==> src/rtl/decode_pkg.sv <==
// rtl/decode_pkg.sv - shared decode types: immediate formats, opcodes, buffered entry
package decode_pkg;

    typedef enum logic [2:0] {
        FMT_NONE = 3'd0,
        FMT_I    = 3'd1,
        FMT_S    = 3'd2,
        FMT_B    = 3'd3,
        FMT_U    = 3'd4,
        FMT_J    = 3'd5
    } imm_fmt_e;

    localparam logic [6:0] OPC_LOAD     = 7'b0000011;
    localparam logic [6:0] OPC_OP_IMM   = 7'b0010011;
    localparam logic [6:0] OPC_JALR     = 7'b1100111;
    localparam logic [6:0] OPC_SYSTEM   = 7'b1110011;
    localparam logic [6:0] OPC_MISC_MEM = 7'b0001111;
    localparam logic [6:0] OPC_STORE    = 7'b0100011;
    localparam logic [6:0] OPC_BRANCH   = 7'b1100011;
    localparam logic [6:0] OPC_LUI      = 7'b0110111;
    localparam logic [6:0] OPC_AUIPC    = 7'b0010111;
    localparam logic [6:0] OPC_JAL      = 7'b1101111;
    localparam logic [6:0] OPC_OP       = 7'b0110011;

    typedef struct packed {
        logic [31:0] instruction;
        logic [31:0] pc;
        logic [31:0] imm;
        imm_fmt_e    fmt;
        logic        illegal;
    } dec_entry_t;

endpackage

==> src/rtl/decode_skid_buffer.sv <==
// rtl/decode_skid_buffer.sv - two-entry valid/ready skid buffer for decoded entries
module decode_skid_buffer
    import decode_pkg::*;
(
    input  logic       clk,
    input  logic       rst,
    input  logic       flush,
    input  logic       in_valid,
    output logic       in_ready,
    input  dec_entry_t in_data,
    output logic       out_valid,
    input  logic       out_ready,
    output dec_entry_t out_data
);

    localparam logic [1:0] ST_EMPTY = 2'd0;
    localparam logic [1:0] ST_ONE   = 2'd1;
    localparam logic [1:0] ST_TWO   = 2'd2;

    logic [1:0] state;
    logic [1:0] next_state;
    dec_entry_t main_q;
    dec_entry_t skid_q;
    logic       in_fire;
    logic       out_fire;

    assign in_fire   = in_valid & in_ready;
    assign out_valid = (state != ST_EMPTY);
    assign out_fire  = out_valid & out_ready;
    assign out_data  = main_q;

    always_comb begin
        next_state = state;
        if (flush) begin
            next_state = ST_EMPTY;
        end else begin
            case (state)
                ST_EMPTY: if (in_fire) next_state = ST_ONE;
                ST_ONE: begin
                    if (in_fire && !out_fire)      next_state = ST_TWO;
                    else if (!in_fire && out_fire) next_state = ST_EMPTY;
                end
                ST_TWO:   if (out_fire) next_state = ST_ONE;
                default:  next_state = ST_EMPTY;
            endcase
        end
    end

    always_ff @(posedge clk) begin
        if (rst) begin
            state    <= ST_EMPTY;
            in_ready <= 1'b1;
            main_q   <= '0;
            skid_q   <= '0;
        end else begin
            state    <= next_state;
            // Registered ready: it already reflects the state we are moving into.
            in_ready <= (next_state != ST_TWO);
            // Flush discards any handshake seen in the same cycle.
            if (!flush) begin
                case (state)
                    ST_EMPTY: if (in_fire) main_q <= in_data;
                    ST_ONE: begin
                        if (in_fire && out_fire) main_q <= in_data;
                        else if (in_fire)        skid_q <= in_data;
                    end
                    ST_TWO:   if (out_fire) main_q <= skid_q;
                    default:  ;
                endcase
            end
        end
    end

endmodule

==> src/rtl/immediate_decode_sequencer.sv <==
// rtl/immediate_decode_sequencer.sv - immediate-format decode front end with skid buffering
module immediate_decode_sequencer
    import decode_pkg::*;
#(
    parameter int XLEN = 32
) (
    input  logic            clk,
    input  logic            rst,
    input  logic            flush,
    input  logic            in_valid,
    output logic            in_ready,
    input  logic [XLEN-1:0] in_instruction,
    input  logic [XLEN-1:0] in_pc,
    output logic            out_valid,
    input  logic            out_ready,
    output logic [XLEN-1:0] out_instruction,
    output logic [XLEN-1:0] out_pc,
    output logic [XLEN-1:0] out_imm,
    output logic [2:0]      out_imm_fmt,
    output logic            out_illegal,
    output logic [15:0]     stall_count
);

    logic [6:0]  opcode;
    imm_fmt_e    fmt;
    logic        illegal;
    logic [31:0] imm;
    logic [31:0] ins;
    dec_entry_t  in_entry;
    dec_entry_t  head;

    assign ins    = in_instruction;
    assign opcode = ins[6:0];

    always_comb begin
        fmt     = FMT_NONE;
        illegal = 1'b0;
        case (opcode)
            OPC_LOAD, OPC_OP_IMM, OPC_JALR, OPC_SYSTEM, OPC_MISC_MEM: fmt = FMT_I;
            OPC_STORE:            fmt = FMT_S;
            OPC_BRANCH:           fmt = FMT_B;
            OPC_LUI, OPC_AUIPC:   fmt = FMT_U;
            OPC_JAL:              fmt = FMT_J;
            OPC_OP:               fmt = FMT_NONE;
            default:              illegal = 1'b1;
        endcase
        // Compressed-encoding space is never accepted here.
        if (ins[1:0] != 2'b11) illegal = 1'b1;
    end

    always_comb begin
        imm = '0;
        case (fmt)
            FMT_I:   imm = {{20{ins[31]}}, ins[31:20]};
            FMT_S:   imm = {{20{ins[31]}}, ins[31:25], ins[11:7]};
            FMT_B:   imm = {{19{ins[31]}}, ins[31], ins[7], ins[30:25], ins[11:8], 1'b0};
            FMT_U:   imm = {ins[31:12], 12'b0};
            FMT_J:   imm = {{11{ins[31]}}, ins[31], ins[19:12], ins[20], ins[30:21], 1'b0};
            default: imm = '0;
        endcase
    end

    always_comb begin
        in_entry             = '0;
        in_entry.instruction = in_instruction;
        in_entry.pc          = in_pc;
        in_entry.imm         = imm;
        in_entry.fmt         = fmt;
        in_entry.illegal     = illegal;
    end

    decode_skid_buffer u_skid (
        .clk       (clk),
        .rst       (rst),
        .flush     (flush),
        .in_valid  (in_valid),
        .in_ready  (in_ready),
        .in_data   (in_entry),
        .out_valid (out_valid),
        .out_ready (out_ready),
        .out_data  (head)
    );

    assign out_instruction = head.instruction;
    assign out_pc          = head.pc;
    assign out_imm         = head.imm;
    assign out_imm_fmt     = head.fmt;
    assign out_illegal     = head.illegal;

    always_ff @(posedge clk) begin
        if (rst) begin
            stall_count <= '0;
        end else if (out_valid && !out_ready && (stall_count != 16'hFFFF)) begin
            stall_count <= stall_count + 16'd1;
        end
    end

endmodule

==> config.mk <==
export PLATFORM = sky130hd
export DESIGN_NAME = immediate_decode_sequencer
export DESIGN_NICKNAME = d
export VERILOG_FILES = /design/src/rtl/decode_pkg.sv /design/src/rtl/decode_skid_buffer.sv /design/src/rtl/immediate_decode_sequencer.sv
export SDC_FILE = /design/constraint.sdc
export NUM_CORES = 1
export LEC_CHECK = 0
export CAP_MARGIN = 20
export CORE_MARGIN = 1.5
export CORE_UTILIZATION = 40
export CTS_CLUSTER_DIAMETER = 100
export DETAILED_ROUTE_END_ITERATION = 8
export PLACE_DENSITY = 0.74
export SLEW_MARGIN = 20
export SYNTH_ARGS = -nofsm -noshare
export SYNTH_HDL_FRONTEND = slang
export SYNTH_SLANG_ARGS = --single-unit
==> constraint.sdc <==
create_clock -name clk -period 1.8 [get_ports clk]
set_input_delay 0.27 -clock clk [delete_from_list [all_inputs] [get_ports clk]]
set_output_delay 0.27 -clock clk [all_outputs]
set_load 0.1 [all_outputs]
# Word-level counts from Yosys, hierarchy flattened
# Cells that the tools add are included.
[classes]
add_sub_neg = 1
eq_ne = 24
mux = 14
bitwise = 4
reduce_logical = 16
[op_table]
columns = ["op", "count"]
rows = [
  ["$mux W100", 3],
  ["$pmux W100 S3", 1],
  ["$pmux W32 S5", 1],
  ["$eq A7 B7 Y1 const B", 4],
  ["$eq A7 B6 Y1 const B", 3],
  ["$add A16 B1 Y16 const B", 1],
  ["$ne A16 B16 Y1 const B", 1],
  ["$pmux W3 S5", 1],
  ["$eq A7 B5 Y1 const B", 2],
  ["$reduce_or A11 Y1", 1],
  ["$mux W2", 5],
  ["$eq A7 B2 Y1 const B", 1],
  ["$eq A7 B4 Y1 const B", 1],
  ["$eq A3 B2 Y1 const B", 2],
  ["$eq A3 B3 Y1 const B", 2],
  ["$ne A2 B1 Y1 const B", 3],
  ["$pmux W2 S3", 1],
  ["$logic_and A1 B1 Y1", 5],
  ["$reduce_and A5 Y1", 1],
  ["$reduce_or A5 Y1", 1],
  ["$ne A2 B2 Y1 const B", 2],
  ["$reduce_and A4 Y1", 1],
  ["$eq A3 B1 Y1 const B", 1],
  ["$logic_not A1 Y1", 3],
  ["other kinds (9)", 12],
]
[word_totals]
ff_bits = 219
in_bits = 69
output_inout_bits = 118
wordCells = 72

# Depth between registers and ports, before layout
# Gate-level depths: netlist (run 1).
[logic_depth]
word_depth = 8
depth_mapped = 8
mapped_depth_nobuf = 5

# By module
# Synthesis (run 1) repeated with hierarchy kept, for this count alone.
[unflattened]
hier_cells = 1097
area_unflattened_um2 = 9437.8
[modules_own_cells]
columns = ["mod", "instances", "cells_per_inst", "area_each_um2", "seq_area_each_um2"]
rows = [
  ["decode_skid_buffer", 1, 899, 7947.6, 4063.9],
  ["immediate_decode_sequencer", 1, 198, 1490.2, 320.3],
]

# Worst setup path before layout (run 1)
# No wires, ideal clock.
[synth_timing]
kind = "register -> register"
startpoint = "reg stall_count[11]"
endpoint = "reg stall_count[1]"
setup_ps = 128
arrival_ps = 2307
t_required_ps = 1672
setup_slack_ps = -634
path_stages_with_launch = 6
n_path_buf = 0
synth_period_minus_slack_ps = 2434
cell_sequence = "dfxtp_1 > and4_1 > nand4_1 > o21ai_0 > mux2i_1 > nor2_1"
[synth_via]
elab_chain_cells = 2
[synth_rtl]
columns = ["element", "line_no", "rtl"]
rows = [
  ["start, declared", "immediate_decode_sequencer.sv:21", "output logic [15:0] stall_count"],
  ["start signal, assigned", "immediate_decode_sequencer.sv:94", "stall_count <= stall_count + 16'd1;"],
  ["$ne A16 B16 Y1", "immediate_decode_sequencer.sv:93", "end else if (out_valid && !out_ready && (stall_count != 16'hFFFF)) begin"],
  ["$logic_and A1 B1 Y1", "immediate_decode_sequencer.sv:93", ""],
]
# Every way passes these cells.
# A chain may end at the register's enable or synchronous reset.

# Worst setup path in the final report (run 1)
[layout_timing]
startpoint = "reg u_skid.state[1]"
endpoint = "out out_valid"
[layout_via]
elab_chain_cells = 1
[layout_rtl]
columns = ["element", "line_no", "rtl"]
rows = [
  ["start, declared", "decode_skid_buffer.sv:20", "logic [1:0] state;"],
  ["start signal, assigned", "decode_skid_buffer.sv:56", "state <= next_state;"],
  ["$reduce_bool A2 Y1", "decode_skid_buffer.sv:28", "assign out_valid = (state != ST_EMPTY);"],
  ["end, declared", "immediate_decode_sequencer.sv:14", "output logic out_valid,"],
]
# Every way passes these cells.

==> flow_summary_export.csv, run 1 <==
group,metric,value,unit
status,outcome,"finished, final reports clean",
pwr,powerDensity,965,nW/um^2
setup_path,regToRegSetupSlack,80,ps
layout,final_common_cell,"nand2_1",
setup_path,endpoint,"out_valid",
setup_path,worstSetupEndpointType,"primary output",
timing,min_period_over_period,97.5,%
routing,dr.pass1.iters,5,
setup_path,cp_data_arrival_time,1490,ps
pwr,seqPwrFrac,41.0,%
synth,synth_cell_types,53,
routing,drt_iter0_drc,535,
floorplan,die_w,155,um
global_routing,grt_pass1_vias,8255,
timing,tns,0,ps
pwr,power_leakage,4.98,nW
global_routing,grt_use_total,22.0,%
layout,nets,1427,
synth,synth_edf_count,0,
layout,final_cells,1659,
routing,vias_per_cell,5.52,
global_routing,grt_pass1_wl,43.1,mm
timing,finalSetupViolCount,0,
global_routing,overflow,0,
setup_path,cp_max_fo,4,
routing,ant_nets,0,
routing,detail_route.wl_per_cell,16.8,um
setup_path,reg2reg_to,"u_skid.out_data[94]",
routing,drc,0,
timing,hold_slack,130,ps
hold_path,min_path_type,"in -> reg",
place,place_inst,1606,
clock_network,htreeDepth,1,
clock_network,clkTransAtPathRegs,60,ps
timing,min_period,1760,ps
timing,timing.fmax,0.570,GHz
clock_network,cts_sinks,219,
setup_path,r2r_cells,5,
timing,worst_pin_slew,565,ps
run,drv_cap,0,
synth,seq_area_frac_synth,47.8,%
synth,syn-cell-area,9180,um^2
pwr,power.switching,3.81,mW
clock_network,cts_buffer_depth,3,
setup_path,cp-start-kind,"flip-flop",
global_routing,grt_max_degree,59,
routing,num_vias,9165,
timing,slew_viol_final,0,
floorplan,num_rows,55,
synth,synthArstFlopShare,0,%
timing,fin_skew,7.15,ps
synth,synth_area_per_cell,7.97,um^2
synth,ys_seq_elements,219,
clock_network,cts_tree,"yes",
pwr,peakVddDrop,745,uV
place,hpwl,18.8,mm
floorplan,io_pins,187,
timing,hold_viol_final,0,
place,io_buffers,186,
synth,synthesis.nets,1222,
synth,ys_warn_count,0,
floorplan,dieHeight,155,um
setup_path,required,1530,ps
synth,synth_flop_cell,"dfxtp_1",
clock_network,root_buffer,"clkbuf_16",
setup_path,critical_path_class,"reg -> out",
layout,area_growth,41.2,%
pwr,internal_power,8.70,mW
pwr,switching_share,30.4,%
layout,drive_above_1_share,21.6,%
pwr,p_comb_share,19.3,%
clock_network,worstSkewPairLatency,510,ps
pwr,clkPwrFrac,39.7,%
floorplan,initial_utilization,40.7,%
floorplan,coreArea,22600,um^2
timing,maxSlewHeadroom,62.2,%
global_routing,grt_antenna_before_repair,1,
setup_path,startpoint,"u_skid.state[1]",
synth,synth_cells,1152,
floorplan,dieArea,23900,um^2
routing,routed_wl,27.9,mm
place,routabilityCongestion,0.860,
clock_network,numCtsBuffers,25,
setup_path,r2r_start,"u_skid.state[1]",
layout,layout_common_cells,"nand2_1 (317), dfxtp_1 (201), buf_4 (159)",
[stage by stage]
step / cell area (um^2) / total power, mW / setup WS (ps) / util, %
after floorplan: 9270 / 6.79 / -5.81 / -
after global placement: 12000 / 7.59 / -508 / 53.3
after detailed placement: 12000 / 7.62 / -552 / 53.3
after CTS: 12800 / 12.6 / 30.5 / 56.9
after global routing: 13000 / 12.9 / -134 / 57.5
final: 13000 / 12.5 / 44.4 / 57.5
[power by group through the flow]
stage	registers (mW)	logic (mW)	clock network, mW
global route	5.14	2.52	5.28
global placement	5.22	2.37	0
detailed placement	5.23	2.39	0
CTS	5.12	2.40	5.06
finish	5.12	2.42	4.97
floorplan	6.26	0.537	0
[what timing repair did]
item                                    CTS  global route
gates resized for setup                   6            11
cloned                                    0             3
setup buffers                             1             5
hold endpoints to repair                  0             0
hold buffers                              0             0
endpoints found under the setup margin   14            46
pin swaps                                 5             3
[worst min-delay path by stage]
| stage | from | to | slack, ps | depth (start not counted) |
|---|---|---|---|---|
| 2_1_floorplan | flush | u_skid.state[0] | 350 | 1 |
| 3_3_place_gp | u_skid.skid_q[35] | u_skid.skid_q[35] | 440 | 2 |
| 3_5_place_dp | u_skid.skid_q[48] | u_skid.skid_q[48] | 450 | 2 |
| 4_1_cts | rst | u_skid.skid_q[10] | 160 | 2 |
| 5_1_grt | in_instruction[4] | u_skid.skid_q[72] | 140 | 3 |
| 6_report | in_instruction[4] | u_skid.skid_q[72] | 130 | 3 |
[sequential cells by signal (all words and copies together), names as in the netlist]
signal	count
u_skid.state	2
u_skid.in_ready	1
stall_count	16
u_skid.skid_q	100
u_skid.out_data	100
[synth_stat cells (8+ instances only)]
library cell / instances / area (um^2)
nand2_1: 317 / 1190
dfxtp_1: 219 / 4380
nor2_1: 148 / 556
clkbuf_1: 91 / 342
a21oi_1: 74 / 370
a311oi_1: 73 / 639
o21ai_0: 28 / 140
a211oi_1: 19 / 143
nor3_1: 19 / 95.1
a221oi_1: 15 / 131
xor2_1: 12 / 105
a221oi_2: 10 / 150
and4_1: 9 / 78.8
nand4_1: 9 / 56.3
a22oi_1: 8 / 60.1
and3_1: 8 / 50.1
nor3b_1: 8 / 60.1
[cell families after synthesis]
family	count (synthesis)	share of synthesized area, %
AOI/OAI and AO/OA	260	20.9
muxes	2	0.218
buffers and inverters	104	4.43
and+or+nand+nor	551	25.1
DFF	219	47.8
xor gates and xnor gates	15	1.43
adders and majority gates	1	0.136
[per-layer routing]
| layer | track usage, % | vias up | routed length (um) |
|---|---|---|---|
| met5 | 0 | - | 0 |
| met4 | 5.82 | 0 | 537 |
| met3 | 3.95 | 39 | 1970 |
| met2 | 37.4 | 355 | 13600 |
| met1 | 28.7 | 4337 | 11900 |
| li1 | - | 4434 | - |
[critical path, cell delays in order, from the launching register on]
cell	delay (ps)
dfxtp_1	320
buf_4	150
or2_2	320
buf_12	180
[layout make-up]
cell class                      count  area, um^2
Antenna cell                        1        2.50
Timing Repair Buffer              277        2870
Inverter                            4        15.0
Tap cell                          285         357
Fill cell                        2013        9600
Clock inverter                      7        65.1
Multi-Input combinational cell    830        4490
Sequential cell                   219        4440
Clock buffer                       36         737
Note: power is estimated with default switching activity, not from simulation.
==> run 2: changes to the inputs <==
- SYNTH_HIERARCHICAL: unset -> 1
==> flow_summary_export.csv, run 2 <==
group,metric,value,unit
status,outcome,"finished, final reports clean",
routing,drt_iter0_drc,467,
floorplan,num_rows,56,
setup_path,required,2210,ps
layout,diodes,0,
setup_path,crit_path_cell_trace,"dlygate4sd2_1 > buf_6 > buf_4 > nor2_4 > o21ai_2 > a2111oi_2 > buf_4 > buf_6 > a21o_1 > mux2i_1 > a211oi_1",
floorplan,io_pins,187,
layout,final_cell_area,13500,um^2
clock_network,root_buffer,"clkbuf_16",
routing,drc,0,
setup_path,regToRegSetupSlack,90,ps
global_routing,grt_pass1_vias,8030,
synth,synth_area_leaders,"dfxtp_1 (46%), mux2i_1 (11%), nand2_1 (8.5%), a211oi_1 (8.0%), a21oi_1 (6.2%)",
hold_path,min_from,"in_instruction[5]",
synth,synth_flop_cell,"dfxtp_1",
clock_network,cts_buffer_depth,3,
setup_path,r2r_cells,6,
synth,synth_cells,1097,
synth,synth_top_area_share,46.5,%
place,routabilityCongestion,0.826,
setup_path,cp_max_fo,10,
pwr,peakVddDrop,720,uV
timing,slew_viol_final,0,
routing,routed_wl,26.5,mm
pwr,power_leakage,5.85,nW
routing,detail_route.wl_per_cell,16.1,um
synth,synth_area_per_cell,8.60,um^2
layout,nFillCells,2001,
timing,hold_slack,136,ps
hold_path,min_path_type,"in -> reg",
global_routing,grt_max_degree,78,
hold_path,hold_depth,3,
clock_network,numCtsBuffers,25,
timing,finalSetupViolCount,0,
synth,syn-cell-area,9440,um^2
setup_path,cp_slowest_cell,"a2111oi_2",
timing,timing.fmax,0.574,GHz
routing,highest_layer,"met4",
global_routing,grt_use_total,21.0,%
synth,synth_cell_types,57,
floorplan,coreArea,23300,um^2
setup_path,cp_data_arrival_time,2160,ps
setup_path,reg2reg_to,"u_skid/out_data[43]",
setup_path,critical_path_class,"in -> reg",
routing,m1WireLength,11.4,mm
synth,synthesis.nets,1167,
timing,min_period_over_period,96.8,%
place,io_buffers,186,
layout,area_growth,43.6,%
place,hpwl,17.8,mm
timing,rsz0062_at_grt,"yes",
hold_path,hold_end,"u_skid/skid_q[73]",
global_routing,grt_pass1_wl,41.6,mm
clock_network,cts_sinks,219,
timing,fin_skew,13.0,ps
clock_network,worstSkewPairLatency,510,ps
routing,met3_length,1.43,mm
timing,min_period,1740,ps
global_routing,grt_antenna_before_repair,0,
clock_network,clkTransAtPathRegs,60,ps
layout,multi_input_area,4750,um^2
clock_network,cts_tree,"yes",
synth,synth_edf_count,0,
routing,vias_per_cell,5.26,
synth,ys_warn_count,6,
layout,final_common_cell,"nand2_1",
routing,wl_met2,12.8,mm
synth,ys_seq_elements,219,
clock_network,ctsHoldBuffers,0,
setup_path,worstSetupEndpointType,"flip-flop",
place,placed_area,12600,um^2
layout,nets,1377,
layout,drive_above_1_share,22.2,%
routing,ant_nets,0,
timing,hold_viol_final,0,
global_routing,overflow,0,
layout,ff_latch_area,4450,um^2
timing,maxSlewHeadroom,58.7,%
setup_path,r2r_start,"u_skid/state[1]",
synth,synthArstFlopShare,0,%
timing,worst_pin_slew,619,ps
synth,yosys.area.top_type,"dfxtp_1",
synth,seq_area_frac_synth,46.5,%
run,drv_cap,0,
setup_path,slowest_delay,350,ps
layout,layout_common_cells,"nand2_1 (213), dfxtp_1 (202), buf_4 (134)",
routing,dr.pass1.iters,5,
synth,synth_most_common_cell,"dfxtp_1",
floorplan,dieHeight,157,um
floorplan,die_w,157,um
clock_network,htreeDepth,1,
pwr,powerDensity,964,nW/um^2
floorplan,initial_utilization,40.4,%
setup_path,cp-start-kind,"primary input",
routing,num_vias,8625,
synth,synth_common_cells,"dfxtp_1 (219), nand2_1 (213), a21oi_1 (116), nor2_1 (116)",
floorplan,dieArea,24500,um^2
[run 2: worst max-delay path: cells and delay by family]
family | cells | cell delay, ps
simple gates | 1 | 110
mux | 1 | 70
buf+inv | 5 | 880
compound gates | 4 | 810
[run 2: area by class of cell]
class / count / area share (%)
inverters: 4 / 0.111
repair buffers: 277 / 23.1
multi-input cells: 780 / 35.0
clock buffers: 38 / 5.43
well taps: 319 / 2.95
clock inverters: 4 / 0.517
flip-flops and latches: 219 / 32.8
[run 2: power breakdown]
| group | switching, mW | internal [mW] |
|---|---|---|
| clock network | 1.95 | 3.07 |
| registers | 0.161 | 5.02 |
| logic | 1.95 | 0.907 |
| total | 4.06 | 9.00 |
[run 2: metal layers]
metal	global-route usage, %	up-vias
li1	-	4287
met1	26.5	4067
met2	36.2	220
met3	4.07	51
met4	6.62	0
met5	0	-
[run 2: kinds of logic (layout without fill, tap and decap cells)]
group	after synthesis	in the layout	synth area share (%)
and+or+nand+nor	402	402	18.5
AOI/OAI and AO/OA	272	272	18.7
DFF	219	219	46.5
muxes	105	105	11.2
buffers and inverters	98	323	4.97
adders and majority gates	1	1	0.133
[run 2: how the worst max path moves through the flow]
| stage | start | to | slack, ps | cells after the start |
|---|---|---|---|---|
| 2_1_floorplan | stall_count[4] | stall_count[6] | -130 | 4 |
| 4_1_cts | in_instruction[6] | u_skid/out_data[33] | 50 | 7 |
| 6_report | in_instruction[3] | u_skid/out_data[33] | 60 | 11 |
| 3_5_place_dp | in_instruction[2] | u_skid/out_data[11] | -730 | 7 |
| 3_3_place_gp | in_instruction[2] | u_skid/out_data[11] | -620 | 7 |
| 5_1_grt | u_skid/state[1] | u_skid/out_data[29] | -30 | 6 |
[run 2: repair_timing]
action / CTS / global route
pin swaps: 8 / 5
gates resized for setup: 18 / 13
cloned: 1 / 0
buffers inserted: 7 / 1
setup endpoints to repair: 43 / 21
[run 2: per-stage QoR]
step	power, mW	utilization, %	setup TNS (ps)	cells	setup WS, ps
4_1_cts	13.2	57.9	0	1640	52.0
6_report	13.1	58.1	0	1641	57.1
2_1_floorplan	7.10	-	-233	1097	-126
3_3_place_gp	8.09	53.9	-64450	1590	-617
5_1_grt	13.5	58.1	-79.2	1641	-31.6
3_5_place_dp	8.12	53.9	-69750	1590	-734
==> run 3: changes to the inputs <==
- PLACE_DENSITY: 0.74 -> 0.71
- clock period: 1.8 -> 1.9 ns (I/O delays scaled with it)
==> flow_summary_export.csv, run 3 (synthesized netlist as in run 2, its figures left out) <==
group,metric,value,unit
status,outcome,"finished, final reports clean",
floorplan,io_pins,187,
clock_network,clkTransAtPathRegs,60,ps
pwr,powerDensity,955,nW/um^2
clock_network,numCtsBuffers,24,
setup_path,crit_path_cell_trace,"ha_4 > nand3_1 > or4_4 > and4_1 > mux2_4",
place,place_inst,1591,
clock_network,htreeDepth,1,
setup_path,r2r_start,"stall_count[1]",
setup_path,cp_slowest_cell,"or4_4",
floorplan,die_w,157,um
setup_path,slowest_delay,520,ps
floorplan,dieHeight,157,um
routing,highest_layer,"met4",
clock_network,cts_sinks,219,
timing,rsz0062_at_grt,"no",
setup_path,worstSetupEndpointType,"flip-flop",
floorplan,num_rows,56,
timing,slew_viol_final,0,
floorplan,initial_utilization,40.4,%
timing,finalSetupViolCount,0,
clock_network,worstSkewPairLatency,510,ps
setup_path,critical_path_class,"reg -> reg",
timing,hold_viol_final,0,
run,drv_cap,0,
global_routing,grt_pass1_wl,41.0,mm
timing,fin_skew,11.9,ps
global_routing,grt_antenna_before_repair,0,
clock_network,root_buffer,"clkbuf_16",
setup_path,required,2300,ps
setup_path,cp-start-kind,"flip-flop",
layout,final_common_cell,"nand2_1",
timing,tns,0,ps
place,routabilityCongestion,0.867,
layout,drive_above_1_share,21.4,%
hold_path,min_from,"rst",
layout,diodes,0,
timing,maxSlewHeadroom,62.3,%
timing,worst_pin_slew,565,ps
pwr,power_leakage,5.63,nW
routing,vias_per_cell,5.20,
hold_path,min_path_type,"in -> reg",
layout,final_cells,1632,
pwr,peakVddDrop,708,uV
routing,m1WireLength,11.9,mm
routing,ant_nets,0,
timing,min_period_over_period,92.4,%
timing,timing.fmax,0.569,GHz
clock_network,cts_tree,"yes",
layout,area_growth,35.1,%
global_routing,overflow,0,
routing,dr.pass1.iters,5,
layout,nets,1370,
layout,layout_common_cells,"nand2_1 (213), dfxtp_1 (202), buf_4 (183)",
global_routing,grt_pass1_vias,7834,
place,hpwl,17.4,mm
routing,drc,0,
pwr,total_power,12.2,mW
routing,detail_route.wl_per_cell,15.9,um
place,io_buffers,186,
routing,met3_length,1.36,mm
routing,routed_wl,26.0,mm
global_routing,grt_use_total,20.6,%
clock_network,cts_buffer_depth,3,
floorplan,coreArea,23300,um^2
floorplan,dieArea,24500,um^2
setup_path,cp_data_arrival_time,2150,ps
routing,wl_met2,11.9,mm
global_routing,grt_max_degree,72,
setup_path,startpoint,"stall_count[1]",
setup_path,cp_max_fo,5,
timing,min_period,1760,ps
routing,drt_iter0_drc,513,
routing,num_vias,8487,
-- run 3: repair_timing --
item | CTS | global route
hold endpoints to repair | 0 | 0
resized for setup | 9 | 7
gates cloned | 1 | 0
hold buffers | 0 | 0
pin swaps | 3 | 4
buffers inserted | 1 | 0
endpoints found under the setup margin | 10 | 30
-- run 3: worst paths after layout --
path / cells past startpoint / end / slack [ps]
worst max-delay path: 5 / stall_count[6] / 140
worst max register to register: 5 / stall_count[6] / 140
worst min register to register: 2 / u_skid/skid_q[91] / 450
worst min-delay path: 2 / u_skid/skid_q[66] / 200
-- run 3: final cells by class --
type                    count  area [um^2]
fillers                  2115        10600
repair buffers            271         2430
flip-flops and latches    219         4420
multi-input cells         780         4680
clock inverters             6          105
clock buffers              33          696
well taps                 319          399
inverters                   4         15.0
-- run 3: worst max-delay path: cells and delay by family (launching register included) --
family / cells / cell delay, ps
fa+ha+maj: 1 / 140
flops: 1 / 380
mux: 1 / 290
simple gates: 3 / 840
-- run 3: stage by stage --
step	hold WS, ps	setup WS (ps)	area [um^2]	util (%)
after CTS	215	4.94	12700	54.5
after global placement	440	-497	11900	50.9
after floorplan	357	-194	9510	-
after detailed placement	446	-625	11900	50.9
after global routing	235	21.6	12700	54.6
final	199	144	12700	54.6
-- run 3: routing by layer --
| metal | track usage [%] | vias up |
|---|---|---|
| met5 | 0 | - |
| met2 | 33.4 | 209 |
| met4 | 7.07 | 0 |
| met1 | 27.2 | 3966 |
| li1 | - | 4264 |
| met3 | 4.07 | 48 |
-- run 3: report_power, final --
group	switching [mW]	internal (mW)	leakage (nW)
combinational	1.84	0.680	3.44
sequential	0.110	4.77	1.79
clock	1.83	2.94	0.396
total	3.78	8.39	5.63
